<file path="src/rtl/instr_fetch_queue_if.sv">
// rtl/instr_fetch_queue_if.sv - fetch queue bus: instruction memory, decode and redirect signals
interface instr_fetch_queue_if;
    logic        IM_req;
    logic [31:0] IM_addr;
    logic [31:0] IM_rdata;
    logic        IFQ_valid;
    logic [31:0] IFQ_Instr;
    logic [31:0] IFQ_PC;
    logic        IFQ_pred_taken;
    logic        DU_ready;
    logic        EX_redirect;
    logic [31:0] EX_target;

    modport master (
        output IM_req, IM_addr, IFQ_valid, IFQ_Instr, IFQ_PC, IFQ_pred_taken,
        input  IM_rdata, DU_ready, EX_redirect, EX_target
    );

    modport slave (
        input  IM_req, IM_addr, IFQ_valid, IFQ_Instr, IFQ_PC, IFQ_pred_taken,
        output IM_rdata, DU_ready, EX_redirect, EX_target
    );
endinterface

</file>
<file path="src/rtl/instr_fetch_queue.sv">
// rtl/instr_fetch_queue.sv - sequential fetch into a DEPTH-entry instruction FIFO; IFQ_STATIC_PREDICT_EN adds JAL predecode
module instr_fetch_queue #(
    parameter int          DEPTH    = 4,
    parameter logic [31:0] RESET_PC = 32'h0000_0000
) (
    input  logic                   clk,
    input  logic                   rst,
    instr_fetch_queue_if.master    bus
);
    localparam int              AW      = $clog2(DEPTH);
    localparam logic [AW+1:0]   DEPTH_W = (AW+2)'(DEPTH);
    localparam logic [6:0]      JAL_OPC = 7'b1101111;

    logic [31:0]   fetch_pc;
    logic          pending;
    logic [31:0]   pending_pc;
    logic [AW-1:0] rd_ptr;
    logic [AW-1:0] wr_ptr;
    logic [AW:0]   count;

    logic [31:0]   instr_mem [DEPTH];
    logic [31:0]   pc_mem    [DEPTH];

    logic          push;
    logic          pop;
    logic          issue;
    logic          jal_hit;
    logic          head_pred;
    logic [AW+1:0] occupancy;

    // Occupancy counts the in-flight response so a push can never land on a full FIFO
    assign occupancy = {1'b0, count} + {{(AW+1){1'b0}}, pending};
    assign push      = pending && !bus.EX_redirect;

`ifdef IFQ_STATIC_PREDICT_EN
    logic        pred_mem [DEPTH];
    logic [31:0] jal_target;

    assign jal_hit    = push && (bus.IM_rdata[6:0] == JAL_OPC);
    assign jal_target = pending_pc + {{11{bus.IM_rdata[31]}}, bus.IM_rdata[31], bus.IM_rdata[19:12],
                                      bus.IM_rdata[20], bus.IM_rdata[30:21], 1'b0};
    assign head_pred  = pred_mem[rd_ptr];

    always_ff @(posedge clk) begin
        if (push) begin
            pred_mem[wr_ptr] <= jal_hit;
        end
    end
`else
    assign jal_hit   = 1'b0;
    assign head_pred = 1'b0;
`endif

    assign issue = !rst && !bus.EX_redirect && !jal_hit && (occupancy < DEPTH_W);

    assign bus.IM_req         = issue;
    assign bus.IM_addr        = fetch_pc;
    assign bus.IFQ_valid      = (count != '0) && !bus.EX_redirect;
    assign bus.IFQ_Instr      = bus.IFQ_valid ? instr_mem[rd_ptr] : 32'h0;
    assign bus.IFQ_PC         = bus.IFQ_valid ? pc_mem[rd_ptr]    : 32'h0;
    assign bus.IFQ_pred_taken = bus.IFQ_valid && head_pred;
    assign pop                = bus.IFQ_valid && bus.DU_ready;

    always_ff @(posedge clk) begin
        if (push) begin
            instr_mem[wr_ptr] <= bus.IM_rdata;
            pc_mem[wr_ptr]    <= pending_pc;
        end
    end

    always_ff @(posedge clk or posedge rst) begin
        if (rst) begin
            fetch_pc   <= RESET_PC;
            pending    <= 1'b0;
            pending_pc <= 32'h0;
            rd_ptr     <= '0;
            wr_ptr     <= '0;
            count      <= '0;
        end else if (bus.EX_redirect) begin
            fetch_pc <= {bus.EX_target[31:2], 2'b00};
            pending  <= 1'b0;
            rd_ptr   <= '0;
            wr_ptr   <= '0;
            count    <= '0;
        end else begin
            if (push) begin
                wr_ptr <= wr_ptr + 1'b1;
            end
            if (pop) begin
                rd_ptr <= rd_ptr + 1'b1;
            end
            count   <= count + {{AW{1'b0}}, push} - {{AW{1'b0}}, pop};
            pending <= issue;
            if (issue) begin
                pending_pc <= fetch_pc;
                fetch_pc   <= fetch_pc + 32'd4;
            end
`ifdef IFQ_STATIC_PREDICT_EN
            else if (jal_hit) begin
                fetch_pc <= jal_target;
            end
`endif
        end
    end
endmodule

</file>
<file path="src/flat_wrapper.sv">
// flat-port wrapper written by rule: the top's interface ports become plain ports
module instr_fetch_queue_flat 
#(
    parameter int          DEPTH    = 4,
    parameter logic [31:0] RESET_PC = 32'h0000_0000
)
  (clk, rst, bus_IM_req, bus_IM_addr, bus_IFQ_valid, bus_IFQ_Instr, bus_IFQ_PC, bus_IFQ_pred_taken, bus_IM_rdata, bus_DU_ready, bus_EX_redirect, bus_EX_target);
  instr_fetch_queue_if bus_i ();
  input  logic clk;
  input  logic rst;
  output wire logic [$bits(bus_i.IM_req)-1:0] bus_IM_req;
  output wire logic [$bits(bus_i.IM_addr)-1:0] bus_IM_addr;
  output wire logic [$bits(bus_i.IFQ_valid)-1:0] bus_IFQ_valid;
  output wire logic [$bits(bus_i.IFQ_Instr)-1:0] bus_IFQ_Instr;
  output wire logic [$bits(bus_i.IFQ_PC)-1:0] bus_IFQ_PC;
  output wire logic [$bits(bus_i.IFQ_pred_taken)-1:0] bus_IFQ_pred_taken;
  input wire logic [$bits(bus_i.IM_rdata)-1:0] bus_IM_rdata;
  input wire logic [$bits(bus_i.DU_ready)-1:0] bus_DU_ready;
  input wire logic [$bits(bus_i.EX_redirect)-1:0] bus_EX_redirect;
  input wire logic [$bits(bus_i.EX_target)-1:0] bus_EX_target;
  assign bus_IM_req = bus_i.IM_req;
  assign bus_IM_addr = bus_i.IM_addr;
  assign bus_IFQ_valid = bus_i.IFQ_valid;
  assign bus_IFQ_Instr = bus_i.IFQ_Instr;
  assign bus_IFQ_PC = bus_i.IFQ_PC;
  assign bus_IFQ_pred_taken = bus_i.IFQ_pred_taken;
  assign bus_i.IM_rdata = bus_IM_rdata;
  assign bus_i.DU_ready = bus_DU_ready;
  assign bus_i.EX_redirect = bus_EX_redirect;
  assign bus_i.EX_target = bus_EX_target;
  instr_fetch_queue #(.DEPTH(DEPTH), .RESET_PC(RESET_PC)) u_core (.clk(clk), .rst(rst), .bus(bus_i));
endmodule
</file>
<file path="config.mk">
export PLATFORM = sky130hd
export DESIGN_NAME = instr_fetch_queue_flat
export DESIGN_NICKNAME = d
export VERILOG_FILES = /design/src/rtl/instr_fetch_queue_if.sv /design/src/rtl/instr_fetch_queue.sv /design/src/flat_wrapper.sv
export SDC_FILE = /design/constraint.sdc
export NUM_CORES = 1
export LEC_CHECK = 0
export ABC_AREA = 1
export CORE_ASPECT_RATIO = 0.9
export CORE_MARGIN = 4
export CORE_UTILIZATION = 56
export CTS_CLUSTER_SIZE = 14
export DETAILED_ROUTE_END_ITERATION = 12
export GPL_TIMING_DRIVEN = 0
export PLACE_DENSITY = 0.79
export REMOVE_ABC_BUFFERS = 1
export SETUP_SLACK_MARGIN = 0.4
export SYNTH_ARGS = -nofsm -noshare
export SYNTH_HDL_FRONTEND = slang
export SYNTH_SLANG_ARGS = --single-unit
</file>
<file path="constraint.sdc">
create_clock -name clk -period 5.15 [get_ports clk]
set_input_delay 0.7725 -clock clk [delete_from_list [all_inputs] [get_ports clk]]
set_output_delay 0.7725 -clock clk [all_outputs]
set_load 0.005 [all_outputs]
</file>
# Yosys cells after proc, flatten, opt, wreduce, memory -nomap -nowiden
# Memories as Yosys holds them, arrays and structs flattened.
# Index checks and enable logic that the tools add are counted.
[word_totals]
regBits = 72
ramBits = 256
input_bits = 68
n_memories = 2
[op_classes]
n_addsub = 6
magnitude_cmp = 1
muxes = 12
bitwise_logic = 1
n_reduce_logical = 12
[memory_table]
columns = ["memory", "depth", "width", "read_ports", "rd_ports_with_merged_regs", "wr", "line", "rtl"]
rows = [
  ["u_core.instr_mem", 4, 32, 1, 0, 1, "instr_fetch_queue.sv:21", "logic [31:0] instr_mem [DEPTH];"],
  ["u_core.pc_mem", 4, 32, 1, 0, 1, "instr_fetch_queue.sv:22", "logic [31:0] pc_mem [DEPTH];"],
]
[ops]
columns = ["operator", "n"]
rows = [
  ["$mux W32", 4],
  ["$add A32 B3 Y32 const B", 1],
  ["$mux W2", 4],
  ["$reduce_bool A2 Y1", 3],
  ["$logic_and A1 B1 Y1", 5],
  ["$add A2 B1 Y2 const B", 2],
  ["$add A3 B1 Y4", 1],
  ["$lt A4 B3 Y1 const B", 1],
  ["$add A3 B1 Y3", 1],
  ["$mux W1", 3],
  ["$mux W3", 1],
  ["$reduce_bool A3 Y1", 1],
  ["$sub A3 B1 Y3", 1],
  ["$logic_not A1 Y1", 2],
  ["$reduce_and A2 Y1", 1],
  ["$not A1 Y1", 1],
]

# Logic depth before layout (Yosys ltp)
[depth]
word_depth = 5
ltp_mapped = 11

# Worst setup path after synthesis
# No wires, ideal clock.
[synth_path]
path_kind = "input to register"
from = "input bus_EX_redirect"
to = "memory u_core.instr_mem[0][0], enable pin"
setup_ns = 0.482
arrival_ns = 3.745
setup_slack_ns = 0.923
cell_stages = 4
path_buffers = 1
cell_sequence = "buf_6 inv_2 nand2_1 nor2_1"
[synth_via]
elab_chain_cells = 4
[synth_lines]
columns = ["element", "line", "rtl"]
rows = [
  ["start: declaration", "flat_wrapper.sv:19", "input wire logic [$bits(bus_i.EX_redirect)-1:0] bus_EX_redirect;"],
  ["$logic_not A1 Y1", "instr_fetch_queue.sv:33", "assign push = pending && !bus.EX_redirect;"],
  ["$logic_and A1 B1 Y1", "instr_fetch_queue.sv:33", ""],
  ["$mux W1", "instr_fetch_queue.sv:65", "if (push) begin"],
  ["$mux W1 (implied by the code)", "instr_fetch_queue.sv:66", "instr_mem[wr_ptr] <= bus.IM_rdata;"],
  ["end: declaration", "instr_fetch_queue.sv:21", ""],
]
# No other way between the ends.

# Worst setup path in the final report
[layout_path]
from = "register u_core.rd_ptr[1]"
to = "output bus_IFQ_PC[10]"
[layout_via]
elab_chain_cells = 2
[layout_lines]
columns = ["element", "line", "rtl"]
rows = [
  ["start: declaration", "instr_fetch_queue.sv:17", "logic [AW-1:0] rd_ptr;"],
  ["start signal: assignment", "instr_fetch_queue.sv:90", "rd_ptr <= rd_ptr + 1'b1;"],
  ["$mem_v2 Z4 W32", "n/a", ""],
  ["$mux W32", "instr_fetch_queue.sv:60", "assign bus.IFQ_PC = bus.IFQ_valid ? pc_mem[rd_ptr] : 32'h0;"],
  ["end: declaration", "flat_wrapper.sv:15", "output wire logic [$bits(bus_i.IFQ_PC)-1:0] bus_IFQ_PC;"],
]
# No other way between the ends.

==> flow_summary.toml <==
[run_status]
status = "finished clean"

[finish]
nets = 1506
final_cells = 1753
synthToLayoutAreaGrowth_pct = 21.3
drive_gt1_frac = 0.0586
antennaDiodeCount = 0
design_area_um2 = 16400

[drt]
route.detailed.wl_per_inst_um = 17.5
dr.max_layer_used = "met4"
route.met2.wl_um = 14800
met1_length_um = 13200
wl_met3_um = 2150
vias = 9569
viasPerCell = 5.46
finalWirelength_um = 30700
ant_nets = 0
drc = 0
dr.first_iter.drc_count = 719
firstDrtPassIters = 5

[floorplan]
die_w_um = 172
die_h_um = 155
start_util = 0.573
std_cell_rows = 53
ios = 167
die-area_um2 = 26700
core-area_um2 = 23500

[synthesis]
synth_cells = 1290
postSynthAreaPerCell_um2 = 10.5
synth_edf_count = 248
yosysSeqAreaShare = 0.678
ys_ff_latch = 316
syn-cell-area_um2 = 13500
synth_cell_types = 30
async_reset_ff_frac = 0.215
yosysWarnings = 0
synth_ff_type = "edfxtp_1"

[clock_network]
ctsHtreeMaxLevel = 1
cts-root-buf = "clkbuf_16"
insertion_delay_ns = 0.55
cts_setup_buffers = 0
cts_buffers = 31
cts_tree = "yes"
clock_path_buffers = 3
cts.clk_slew.worst_paths_ns = 0.06
cts_sinks = 316

[setup_path]
start_kind = "flip-flop"
rr_startpoint = "u_core.count[1]$_DFF_PP0_"
r2r-end = "u_core.count[2]$_DFF_PP0_"
r2r_slack_ns = 2.31
crit_arrival_ns = 3.57
end_kind = "output pin"
cp.required_ns = 4.38
crit_type = "flip-flop to output pin"
crit_fanout = 64
ff2ff_path_depth = 11

[timing]
max_freq_mhz = 230
post-route-period-util = 0.843
setup_tns_ns = 0
hold_viol_final = 0
relSlewSlack = 0.0640
period_needed_ns = 4.34
slew_violations = 0
grt_setup_unrepaired = "no"
setup_violations = 0
tightest_slew_ns = 1.40
finClkSkew_ns = 0.00700

[placed_design]
io_buffers = 159
dp_cells = 1698
place.detailed.hpwl_um = 18700
routabilityCongestion = 0.910
placedInstanceArea_um2 = 15400

[pwr]
ir_worst_vdd_v = 0.000236
p_int_uw = 4970
power_frac_seq = 0.480
clkPwrFrac = 0.310
leakage_uw = 0.00617
switching_power_uw = 2000
power_density_nw_per_um2 = 426
pwr-share-comb = 0.210
switching_share = 0.286

[global_routing]
first_global_vias = 9189
grt_overflow_total = 0
grt_pass1_wl_um = 47700
grt_max_degree = 126
antenna_found_initial = 0
grt_util_all_layers = 0.226

[run]
drv_cap = 0

[worst_hold_path]
hp-start = "u_core.pending_pc[24]$_DFFE_PP0P_"
hold_path_class = "flip-flop to flip-flop"
min_to = "u_core.pc_mem[3][24]$_DFFE_PP_"
min_path_cells = 0
## per-stage QoR
step	setup slack, ns	utilization	hold WS, ns	total power, uW
4_1_cts	0.432	0.695	0.508	7020
5_1_grt	0.652	0.695	0.535	7320
3_5_place_dp	0.0567	0.654	0.493	4850
3_3_place_gp	-2.92	0.642	0.493	4790
2_1_floorplan	0.113	-	0.476	4040
6_report	0.807	0.695	0.508	6970
## sequential cells by signal, summed over array words and instances (netlist names)
register and cells:
u_core.pending 1, u_core.wr_ptr 2, u_core.bus.IM_addr 30, u_core.pending_pc 30, u_core.rd_ptr 2, u_core.pc_mem 120, u_core.count 3, u_core.instr_mem 128
## synthesized netlist by cell type (5+ instances only)
cell type,number,share of area
nor2_1,294,0.082
edfxtp_1,248,0.55
nand2_1,201,0.056
o21ai_0,154,0.057
nand3_1,78,0.029
inv_1,69,0.019
dfrtp_1,68,0.13
a21oi_1,63,0.023
clkbuf_1,31,0.0086
buf_2,17,0.0063
buf_4,9,0.0050
buf_6,8,0.0067
ha_1,8,0.0074
o21ai_1,8,0.0030
nor2_2,6,0.0028
nor2_4,6,0.0050
nand2_2,5,0.0023
## how the worst max path moves through the flow
stage,end,depth (start not counted),slack (ns),start
2_1_floorplan,bus_IFQ_Instr[0],3,0.11,u_core.rd_ptr[0]$_DFFE_PP0P_
3_3_place_gp,bus_IFQ_PC[21],4,-2.92,u_core.rd_ptr[0]$_DFFE_PP0P_
3_5_place_dp,bus_IFQ_PC[21],5,0.06,bus_EX_redirect
4_1_cts,bus_IFQ_PC[21],5,0.43,bus_EX_redirect
5_1_grt,bus_IFQ_PC[21],6,0.65,u_core.rd_ptr[1]$_DFFE_PP0P_
6_report,bus_IFQ_PC[10],6,0.81,u_core.rd_ptr[1]$_DFFE_PP0P_
## cells by family (layout without fill, tap and decap cells)
kind of cell,Yosys count,in the layout,share of synthesized area
buffers and inverters,143,300,0.0489
AOI/OAI and AO/OA,226,226,0.0841
adders and majority gates,9,9,0.00890
and+or+nand+nor,595,595,0.180
other,1,5,0.000278
DFF,316,316,0.678
## area by class of cell
class                      instances  area (um^2)
clock buffer                      39          826
clock inverter                    16          156
fill                            1648         7170
inverter                          75          294
multi-input combinational        835         3740
sequential                       316         9150
tap                              302          378
timing repair buffer             170         1820
## per-layer routing
| metal | vias to the layer above | track usage |
|---|---|---|
| li1 | 4613 | - |
| met1 | 4553 | 0.311 |
| met2 | 358 | 0.379 |
| met3 | 45 | 0.0371 |
| met4 | 0 | 0.0555 |
| met5 | - | 0 |
## cell usage in the layout (no fill, tap or decap), drive strengths merged
cell type and instances:
inv 72, edfxtp 248, nand3 79, clkdlybuf4s50 158
dfrtp 68, nand4 1, clkbuf 40, buf 11
o21ai 162, or2 1, ha 8, a21oi 63
bufinv 3, conb 5, nand2 208, a22o 1
nor2 306, fa 1, clkinv 13, clkinvlp 3
## worst max-delay path: stages, from the launching register on
cell and delay, ns:
dfrtp_2 0.67, buf_12 0.32, inv_2 1.02, nor2_1 0.14, o21ai_0 0.18, a21oi_1 0.17, clkdlybuf4s50_1 0.51
## repair_timing
item / in CTS / in global routing
endpoints found under the setup margin: 63 / 4
endpoints found under the hold margin: 0 / 0
pin swaps: 0 / 0
gates resized for setup: 1 / 2
hold buffers: 0 / 0
## power by group through the flow
| stage | Clock (uW) | Combinational [uW] | Sequential [uW] |
|---|---|---|---|
| floorplan | 0 | 709 | 3340 |
| global placement | 0 | 1350 | 3430 |
| detailed placement | 0 | 1460 | 3390 |
| CTS | 2200 | 1480 | 3340 |
| global route | 2310 | 1630 | 3380 |
| finish | 2160 | 1460 | 3340 |
No activity file was read; power rests on OpenSTA's default activity.
==> RTL change, RTL diff (same flow settings) <==
The option `IFQ_STATIC_PREDICT_EN` is turned on by a define.
--- a/src/rtl/instr_fetch_queue.sv
+++ b/src/rtl/instr_fetch_queue.sv
@@ -1,4 +1,6 @@
 // rtl/instr_fetch_queue.sv - sequential fetch into a DEPTH-entry instruction FIFO; IFQ_STATIC_PREDICT_EN adds JAL predecode
+`define IFQ_STATIC_PREDICT_EN
+
 module instr_fetch_queue #(
     parameter int          DEPTH    = 4,
     parameter logic [31:0] RESET_PC = 32'h0000_0000
Formal check against the unedited RTL: not equivalent (a bounded check fails within 4 cycles, from zero or initial values and one cycle with rst high).
==> RTL change against the original RTL <==
Register-to-register slack got worse by 0.72 ns; sequential cell count rose by 16; fmax up 2.0%; setup slack improved by 0.084 ns; area after synthesis rose by 23%; final cell count up 35%; cell area increased by 21%; routed wire length up 41%; critical endpoint is now bus_IFQ_PC[11]; highest routed layer unchanged.
Power is not compared: it rests on default switching activity, and its combinational part moved more than twofold at a synthesized area within 25%.
==> RTL change: results (changes against the original RTL) <==
xor-xnor portion of the synthesized cell area 1.06% (+1.1 points); Multi-input comb cells 1,243 (+49%); Final Skew 0.0159 ns (+0.00890 ns); register area 9620 um^2 (+5.1%); post-synthesis async set-or-reset flop share 21.7% (+0.17 points); worst skew pair latency 0.52 ns (-0.03 ns); routability cong. 0.908 (-0.23%); via density per instance 5.48 (+0.42%); Crit. Startpoint bus_EX_redirect; multi-input gate share of total cell area 30.3% (+7.4 points); Top Registers u_core.instr_mem (128), u_core.pc_mem (128); critical path arrival 3.49 ns (-0.08 ns); Hold EP u_core.pc_mem[0][15]; EDFF count, synth 260 (+4.8%); PnR worst setup slack 0.891 ns (+0.0836 ns); seq_cells 332 (+5.1%); cts bufs inserted 35 (+13%); sequential cell area share 48.4% (-7.5 points); placed cell areas 18,800 um^2 (+22%); Vias 13,013 (+36%); CTS resizes 0 (-1); count of cell types in the netlist 51 (+70%); Nets 2,060 (+37%); Worst-Margin Slew 1.28 ns (-0.127 ns); critical path's largest stage delay 0.70 ns (-0.32 ns); CTS HTree Levels 2 (+1); Non-CTS buffers 180 (+5.9%); FF-to-FF path depth 9 (-2); Inst Count DP 2,311 (+36%); Inverters, non-clock 160 (+110%); area fraction in compound gates after synthesis 10.6% (+2.2 points); largest net degree at the start of global routing 88 (-30%); R2R Setup Slk 1.59 ns (-0.72 ns); Commonest cells post-synth 364 x nor2_1, 355 x nand2_1, 260 x edfxtp_1; Post-Syn Instances 1,811 (+40%); outcome finished, final reports clean; reg2reg end u_core.bus.IM_addr[13]
RTL change: cell types whose count changed in the layout (fill, tap and decap cells not counted), moves of 8 or more:
cell      unedited run  this run
nand2_1            201       355
nor3_1               0        12
edfxtp_1           248       260
o21ai_0            154       168
o21ai_1              8        17
ha_1                 8        38
inv_1               68       153
a21oi_1             63       116
xor2_1               0        17
nor2_1             290       360
nand4_1              1        11
buf_16               2        10
RTL change: metal layers:
layer | vias up | wire [um] | GRT usage, %
met4 | 0 | 799 | 5.97
met2 | 490 | 19900 | 42.6
met1 | 6125 | 19400 | 38.6
li1 | 6342 | - | -
met3 | 56 | 3290 | 4.00
met5 | - | 0 | 0
RTL change: power by group:
part | total, uW | internal [uW] | switching [uW]
logic | 3520 | 1390 | 2130
clock network | 2390 | 1400 | 997
registers | 3790 | 3300 | 485
total | 9700 | 6090 | 3610
